`src/rtl/clk_frac_gen_pkg.sv`:
```
// Shared types and constants for the fractional clock-enable generator.
// Optional feature macro used by the design files: CLK_FRAC_GEN_SHADOW_EN.
package clk_frac_gen_pkg;

   // Default configuration: 24-bit accumulators and a 1024-clock lock debounce.
   localparam int ACC_W_DEF        = 24;
   localparam int LOCK_STRETCH_DEF = 1024;

   typedef logic [ACC_W_DEF-1:0] inc_t;

   // 25 MHz PLL clock -> 18.432 MHz-equivalent enable rate.
   localparam inc_t DEFAULT_INC_DEF = 24'd12369506;

   // Top-level sequencing states.
   typedef enum logic [1:0] {
      WAIT_LOCK = 2'd0,
      STRETCH   = 2'd1,
      RUN       = 2'd2
   } state_t;

   // The debounce counter must be able to hold the value LOCK_STRETCH.
   function automatic int lock_cnt_w(input int stretch);
      return $clog2(stretch + 1);
   endfunction

   localparam int LOCK_CNT_W = lock_cnt_w(LOCK_STRETCH_DEF);

   // The channel-select port is at least one bit wide, even for a single channel.
   function automatic int sel_w(input int channels);
      return (channels > 1) ? $clog2(channels) : 1;
   endfunction

endpackage

```
`src/rtl/clk_frac_acc.sv`:
```
// One phase-accumulator channel: increment register, accumulator, and
// registered enable/square-wave outputs.
// With CLK_FRAC_GEN_SHADOW_EN defined, writes go to a shadow register and are
// transferred to the live increment on the next overflow (or at once while idle).
module clk_frac_acc #(
   parameter int              ACC_W       = 24,
   parameter logic [ACC_W-1:0] DEFAULT_INC = '0
) (
   input  logic             clock_in,
   input  logic             reset_n,
   input  logic             run_en,
   input  logic             wr_en,
   input  logic [ACC_W-1:0] wr_data,
   output logic             ce,
   output logic             clk
);

   logic [ACC_W-1:0] acc;
   logic [ACC_W-1:0] inc;
   logic [ACC_W:0]   sum;

   // Carry out of this sum is the overflow; it always uses the increment currently live.
   assign sum = {1'b0, acc} + {1'b0, inc};

   // Accumulate while running; otherwise hold everything at zero.
   always_ff @(posedge clock_in or negedge reset_n) begin
      if (!reset_n) begin
         acc <= '0;
         ce  <= 1'b0;
         clk <= 1'b0;
      end else if (run_en) begin
         acc <= sum[ACC_W-1:0];
         ce  <= sum[ACC_W];
         clk <= sum[ACC_W-1];
      end else begin
         acc <= '0;
         ce  <= 1'b0;
         clk <= 1'b0;
      end
   end

`ifdef CLK_FRAC_GEN_SHADOW_EN
   logic [ACC_W-1:0] shadow;
   logic             pending;

   // Retune only on an overflow edge so the output never shows a short period;
   // a write on that same edge stays pending for the following overflow.
   always_ff @(posedge clock_in or negedge reset_n) begin
      if (!reset_n) begin
         inc     <= DEFAULT_INC;
         shadow  <= DEFAULT_INC;
         pending <= 1'b0;
      end else begin
         if (pending && (!run_en || sum[ACC_W])) begin
            inc     <= shadow;
            pending <= 1'b0;
         end
         if (wr_en) begin
            shadow  <= wr_data;
            pending <= 1'b1;
         end
      end
   end
`else
   // Immediate update: the sum on the following edge already uses the new value.
   always_ff @(posedge clock_in or negedge reset_n) begin
      if (!reset_n) begin
         inc <= DEFAULT_INC;
      end else if (wr_en) begin
         inc <= wr_data;
      end
   end
`endif

endmodule

```
`src/rtl/clk_frac_gen.sv`:
```
// N-channel fractional clock-enable generator. Debounces the PLL lock,
// releases the downstream reset, and runs one DDS accumulator per channel.
// Optional feature macro: CLK_FRAC_GEN_SHADOW_EN (glitch-free retune via shadow registers).
//
// inc_wr is a single-cycle write strobe with no back-pressure: every write is
// accepted on the edge it is presented, in every state; an inc_sel that names no
// channel is dropped silently.
module clk_frac_gen
   import clk_frac_gen_pkg::*;
#(
   parameter int               CHANNELS     = 2,
   parameter int               ACC_W        = ACC_W_DEF,
   parameter logic [ACC_W-1:0] DEFAULT_INC  = ACC_W'(DEFAULT_INC_DEF),
   parameter int               LOCK_STRETCH = LOCK_STRETCH_DEF,
   localparam int              SEL_W        = sel_w(CHANNELS)
) (
   input  logic                clock_in,
   input  logic                reset_n,
   input  logic                pll_locked,
   input  logic                inc_wr,
   input  logic [SEL_W-1:0]    inc_sel,
   input  logic [ACC_W-1:0]    inc_data,
   output logic [CHANNELS-1:0] ce_out,
   output logic [CHANNELS-1:0] clk_out,
   output logic                ready,
   output logic                rst_out_n,
   output state_t              dbg_state
);

   localparam int              CNT_W    = lock_cnt_w(LOCK_STRETCH);
   localparam logic [CNT_W-1:0] CNT_LAST = CNT_W'(LOCK_STRETCH - 1);

   logic             lock_meta;
   logic             lock_s;
   state_t           state;
   logic [CNT_W-1:0] cnt;
   logic             run_en;

   // Two-flop synchroniser for the asynchronous PLL lock indicator.
   always_ff @(posedge clock_in or negedge reset_n) begin
      if (!reset_n) begin
         lock_meta <= 1'b0;
         lock_s    <= 1'b0;
      end else begin
         lock_meta <= pll_locked;
         lock_s    <= lock_meta;
      end
   end

   // Lock debounce FSM; ready and rst_out_n are registered alongside the state.
   always_ff @(posedge clock_in or negedge reset_n) begin
      if (!reset_n) begin
         state     <= WAIT_LOCK;
         cnt       <= '0;
         ready     <= 1'b0;
         rst_out_n <= 1'b0;
      end else begin
         case (state)
            WAIT_LOCK: begin
               cnt <= '0;
               if (lock_s) state <= STRETCH;
            end
            STRETCH: begin
               if (!lock_s) begin
                  state <= WAIT_LOCK;
                  cnt   <= '0;
               end else if (cnt == CNT_LAST) begin
                  state     <= RUN;
                  cnt       <= '0;
                  ready     <= 1'b1;
                  rst_out_n <= 1'b1;
               end else begin
                  cnt <= cnt + CNT_W'(1);
               end
            end
            RUN: begin
               if (!lock_s) begin
                  state     <= WAIT_LOCK;
                  ready     <= 1'b0;
                  rst_out_n <= 1'b0;
               end
            end
            default: begin
               state     <= WAIT_LOCK;
               cnt       <= '0;
               ready     <= 1'b0;
               rst_out_n <= 1'b0;
            end
         endcase
      end
   end

   // Qualifying with lock_s clears the accumulators on the very edge that leaves RUN.
   assign run_en    = (state == RUN) && lock_s;
   assign dbg_state = state;

   for (genvar i = 0; i < CHANNELS; i++) begin : g_ch
      clk_frac_acc #(
         .ACC_W       (ACC_W),
         .DEFAULT_INC (DEFAULT_INC)
      ) u_acc (
         .clock_in (clock_in),
         .reset_n  (reset_n),
         .run_en   (run_en),
         .wr_en    (inc_wr && (inc_sel == SEL_W'(i))),
         .wr_data  (inc_data),
         .ce       (ce_out[i]),
         .clk      (clk_out[i])
      );
   end

endmodule
```
`config.mk`:
```
export PLATFORM = sky130hd
export DESIGN_NAME = clk_frac_gen
export DESIGN_NICKNAME = d
export VERILOG_FILES = /design/src/rtl/clk_frac_gen_pkg.sv /design/src/rtl/clk_frac_acc.sv /design/src/rtl/clk_frac_gen.sv
export SDC_FILE = /design/constraint.sdc
export NUM_CORES = 1
export LEC_CHECK = 0
export CAP_MARGIN = 0
export CORE_AREA = 2 2 144 161
export DETAILED_ROUTE_END_ITERATION = 8
export DIE_AREA = 0 0 146 163
export HOLD_SLACK_MARGIN = 0.05
export PLACE_DENSITY = 0.52
export SLEW_MARGIN = 20
export SYNTH_ARGS = -nofsm -noshare
export SYNTH_HDL_FRONTEND = slang
export SYNTH_SLANG_ARGS = --single-unit
```
`constraint.sdc`:
```
create_clock -name clock_in -period 6 [get_ports clock_in]
set_clock_uncertainty 0.15 [all_clocks]
set_input_delay 1.2 -clock clock_in [delete_from_list [all_inputs] [get_ports clock_in]]
set_output_delay 1.2 -clock clock_in [all_outputs]
set_load 0.05 [all_outputs]
```
==> out/metrics.yaml <==
outcome: "complete, no violations"
maxSlewHeadroom_pct: 31.0
reg2regPathDepth: 9
min_period_ns: 2.98
grt_overflow: 0
arrival_ns: 1.63
die_h_um: 163
synth_edf_count: 0
seq_area_frac_synth_pct: 44.0
cp_slowest_cell: "clkdlybuf4s50_1"
htree_levels: 4
grt_pass1_wl_mm: 24.2
critPathMaxStageDelay_ns: 0.83
worst_slack_ns: 3.02
cp.buffers_inverters: 1
crit_chain: "clkdlybuf4s50_1"
nNetsFinal: 751
power_density_mw_per_mm2: 284
io_pins: 37
place_congestion: 0.776
crit_cells: 1
worst_slew_pin_slew_ns: 1.03
setup_viol: 0
clk_latency_ns: 0.41
antenna_found_initial: 0
fin_setup_tns_ns: 0
ir_drop_mv: 0.205
fp.coreArea_mm2: 0.0224
use_met3_pct: 3.56
async_flop_share_pct: 100
required_ns: 4.65
area_delta_synth_final_pct: 19.1
cts_tree: "done"
synth_area_mm2: 0.00656
drive_gt1_share_pct: 18.7
wirelength_mm: 14.2
syn_inst: 641
gr-usage-met1_pct: 18.0
end_kind: "output pin"
timing.reg2reg.setup_slack_ns: 3.20
drt-initial-drc-count: 235
dp_slack_ns: 2.71
critPathLaunch: "dbg_state[0]"
min_path_type: "register to register"
worstSetupStartpointType: "register"
io_buffers: 36
clock-sinks: 114
die_w_um: 146
crit_end: "dbg_state[0]"
period_share_pct: 49.6
clockBufferDepth: 2
diodes: 0
path_clk_slew_ns: 0.05
critPathTopFamily: "buffers and inverters"
yosys_warnings: 0
initial_core_util_pct: 29.3
grt_max_degree: 56
synth-main-ff-cell: "dfrtp_1"
vias: 4667
ys_seq_elements: 114
cts_buffers: 17
hold_viol: 0
grt_usage_pct: 12.8
drc: 0
use_met2_pct: 19.4
firstDrtPassIters: 4
grt_pass1_vias: 4748
drv_cap: 0
p_leak_nw: 3.48
rr_endpoint: "g_ch[0].u_acc.acc[22]"
antenna_left: 0
top_usage_layer: "met2"
cts_resized: 0
total_power_w: 0.00222
post_cts_buffers: 0
routedWlPerCell_um: 14.4
syn_nets: 721
die_area_mm2: 0.0238
hold_buffers: 0
worst-path-max-fanout: 5
fmax_mhz: 336
clockRootBuffer: "clkbuf_16"
path_class: "register to output pin"
rsz0062_at_grt: "no"
dp_hpwl_mm: 10.1
row_count: 58
synth_area_per_cell_um2: 10.2
reg2reg_from: "g_ch[0].u_acc.inc[0]"
ys_types: 59
slew_violations: 0
vias_per_cell: 4.74
[flip-flops by register name (all words and copies together), names as in the netlist]
name	count
lock_meta	1
g_ch.u_acc.inc	48
g_ch.u_acc.acc	48
rst_out_n	1
lock_s	1
g_ch.u_acc.ce	2
dbg_state	2
cnt	11
[final cells by class]
| cell class | instances | area (um2) |
|---|---|---|
| multi-input combinational | 491 | 3510 |
| timing repair buffer | 40 | 388 |
| tap | 300 | 375 |
| clock inverter | 9 | 126 |
| fill | 2327 | 14500 |
| sequential | 114 | 2890 |
| inverter | 7 | 26.3 |
| clock buffer | 23 | 498 |
[worst min-delay path by stage]
stage,endpoint,depth (start not counted),from
5_1_grt,lock_s,0,lock_meta
3_5_place_dp,lock_s,0,lock_meta
6_report,lock_s,0,lock_meta
3_3_place_gp,lock_s,0,lock_meta
4_1_cts,lock_s,0,lock_meta
2_1_floorplan,lock_s,0,lock_meta
[synth_stat cells (all sizes together) (2+ instances only)]
cell	count	area share, %
nand2b	10	0.95
o21ai	40	3.1
nor2	70	4.0
o31ai	6	0.76
ha	49	9.3
inv	7	0.40
or2	3	0.29
clkbuf	21	1.2
a21o	27	3.1
o21a	7	0.80
xor2	19	2.5
mux2	48	8.2
and2	3	0.29
fa	2	0.61
nor4	3	0.52
nand3	14	1.1
nor2b	5	0.48
a31oi	7	1.1
o211ai	3	0.34
o41ai	2	0.27
buf	8	0.88
nand4	12	1.1
o21bai	5	0.57
a21oi	47	3.6
dfrtp	86	33
nand2	45	2.6
a211oi	10	1.2
and3	10	0.97
mux2i	4	0.61
xnor2	17	2.3
nor3	9	0.69
dfstp	28	11
o22ai	3	0.29
[cells by family (layout without fill, tap and decap cells)]
family | Yosys count | in the layout | synth area share [%]
AO/OA/AOI/OAI | 164 | 164 | 16.3
multiplexers | 52 | 52 | 8.85
adder cells (fa/ha/maj) | 51 | 51 | 9.96
AND/OR/NAND/NOR | 188 | 188 | 13.6
flip-flops | 114 | 114 | 44.0
buffers and inverters | 36 | 79 | 2.50
XOR/XNOR | 36 | 36 | 4.81
[placed cells by master, fill, tap and decap left out, types with 3 or more instances in the layout]
cell	instances
dfrtp_1	86
nor2_1	70
ha_1	49
mux2_2	48
a21oi_1	47
nand2_1	45
o21ai_0	38
clkdlybuf4s50_1	35
dfstp_2	28
a21o_1	25
xor2_1	19
xnor2_1	17
clkbuf_16	17
nand3_1	14
nand4_1	12
a211oi_1	9
and3_1	9
nor3_1	9
nand2b_1	9
inv_1	7
o21a_1	7
nor2b_1	5
o21bai_1	5
o31ai_1	5
clkbuf_8	5
buf_4	5
a31oi_1	4
mux2i_1	4
clkinv_2	4
o211ai_1	3
o22ai_1	3
bufinv_16	3
[layer usage]
layer / vias to the layer above / share of wire [%] / wire [um]
met2: 78 / 45 / 6340
met5: - / 0 / 0
met1: 2205 / 51 / 7180
li1: 2372 / - / -
met4: 0 / 1.0 / 148
met3: 12 / 3.7 / 522
[per-stage QoR]
| step | std cells | hold slack, ns | util, % | area [um2] |
|---|---|---|---|---|
| finish | 984 | 0.200 | 34.9 | 7810 |
| global route | 984 | 0.212 | 34.9 | 7810 |
| CTS | 984 | 0.201 | 34.9 | 7810 |
| detailed placement | 952 | 0.189 | 32.1 | 7180 |
| global placement | 952 | 0.184 | 32.1 | 7180 |
| floorplan | 641 | 0.181 | - | 6560 |
[where the power goes]
part / internal, W / switching, W / total [W]
Combinational: 0.000129 / 0.000153 / 0.000282
Sequential: 0.000841 / 0.0000368 / 0.000878
Clock: 0.000706 / 0.000351 / 0.00106
No activity file was read; power rests on OpenSTA's default activity.
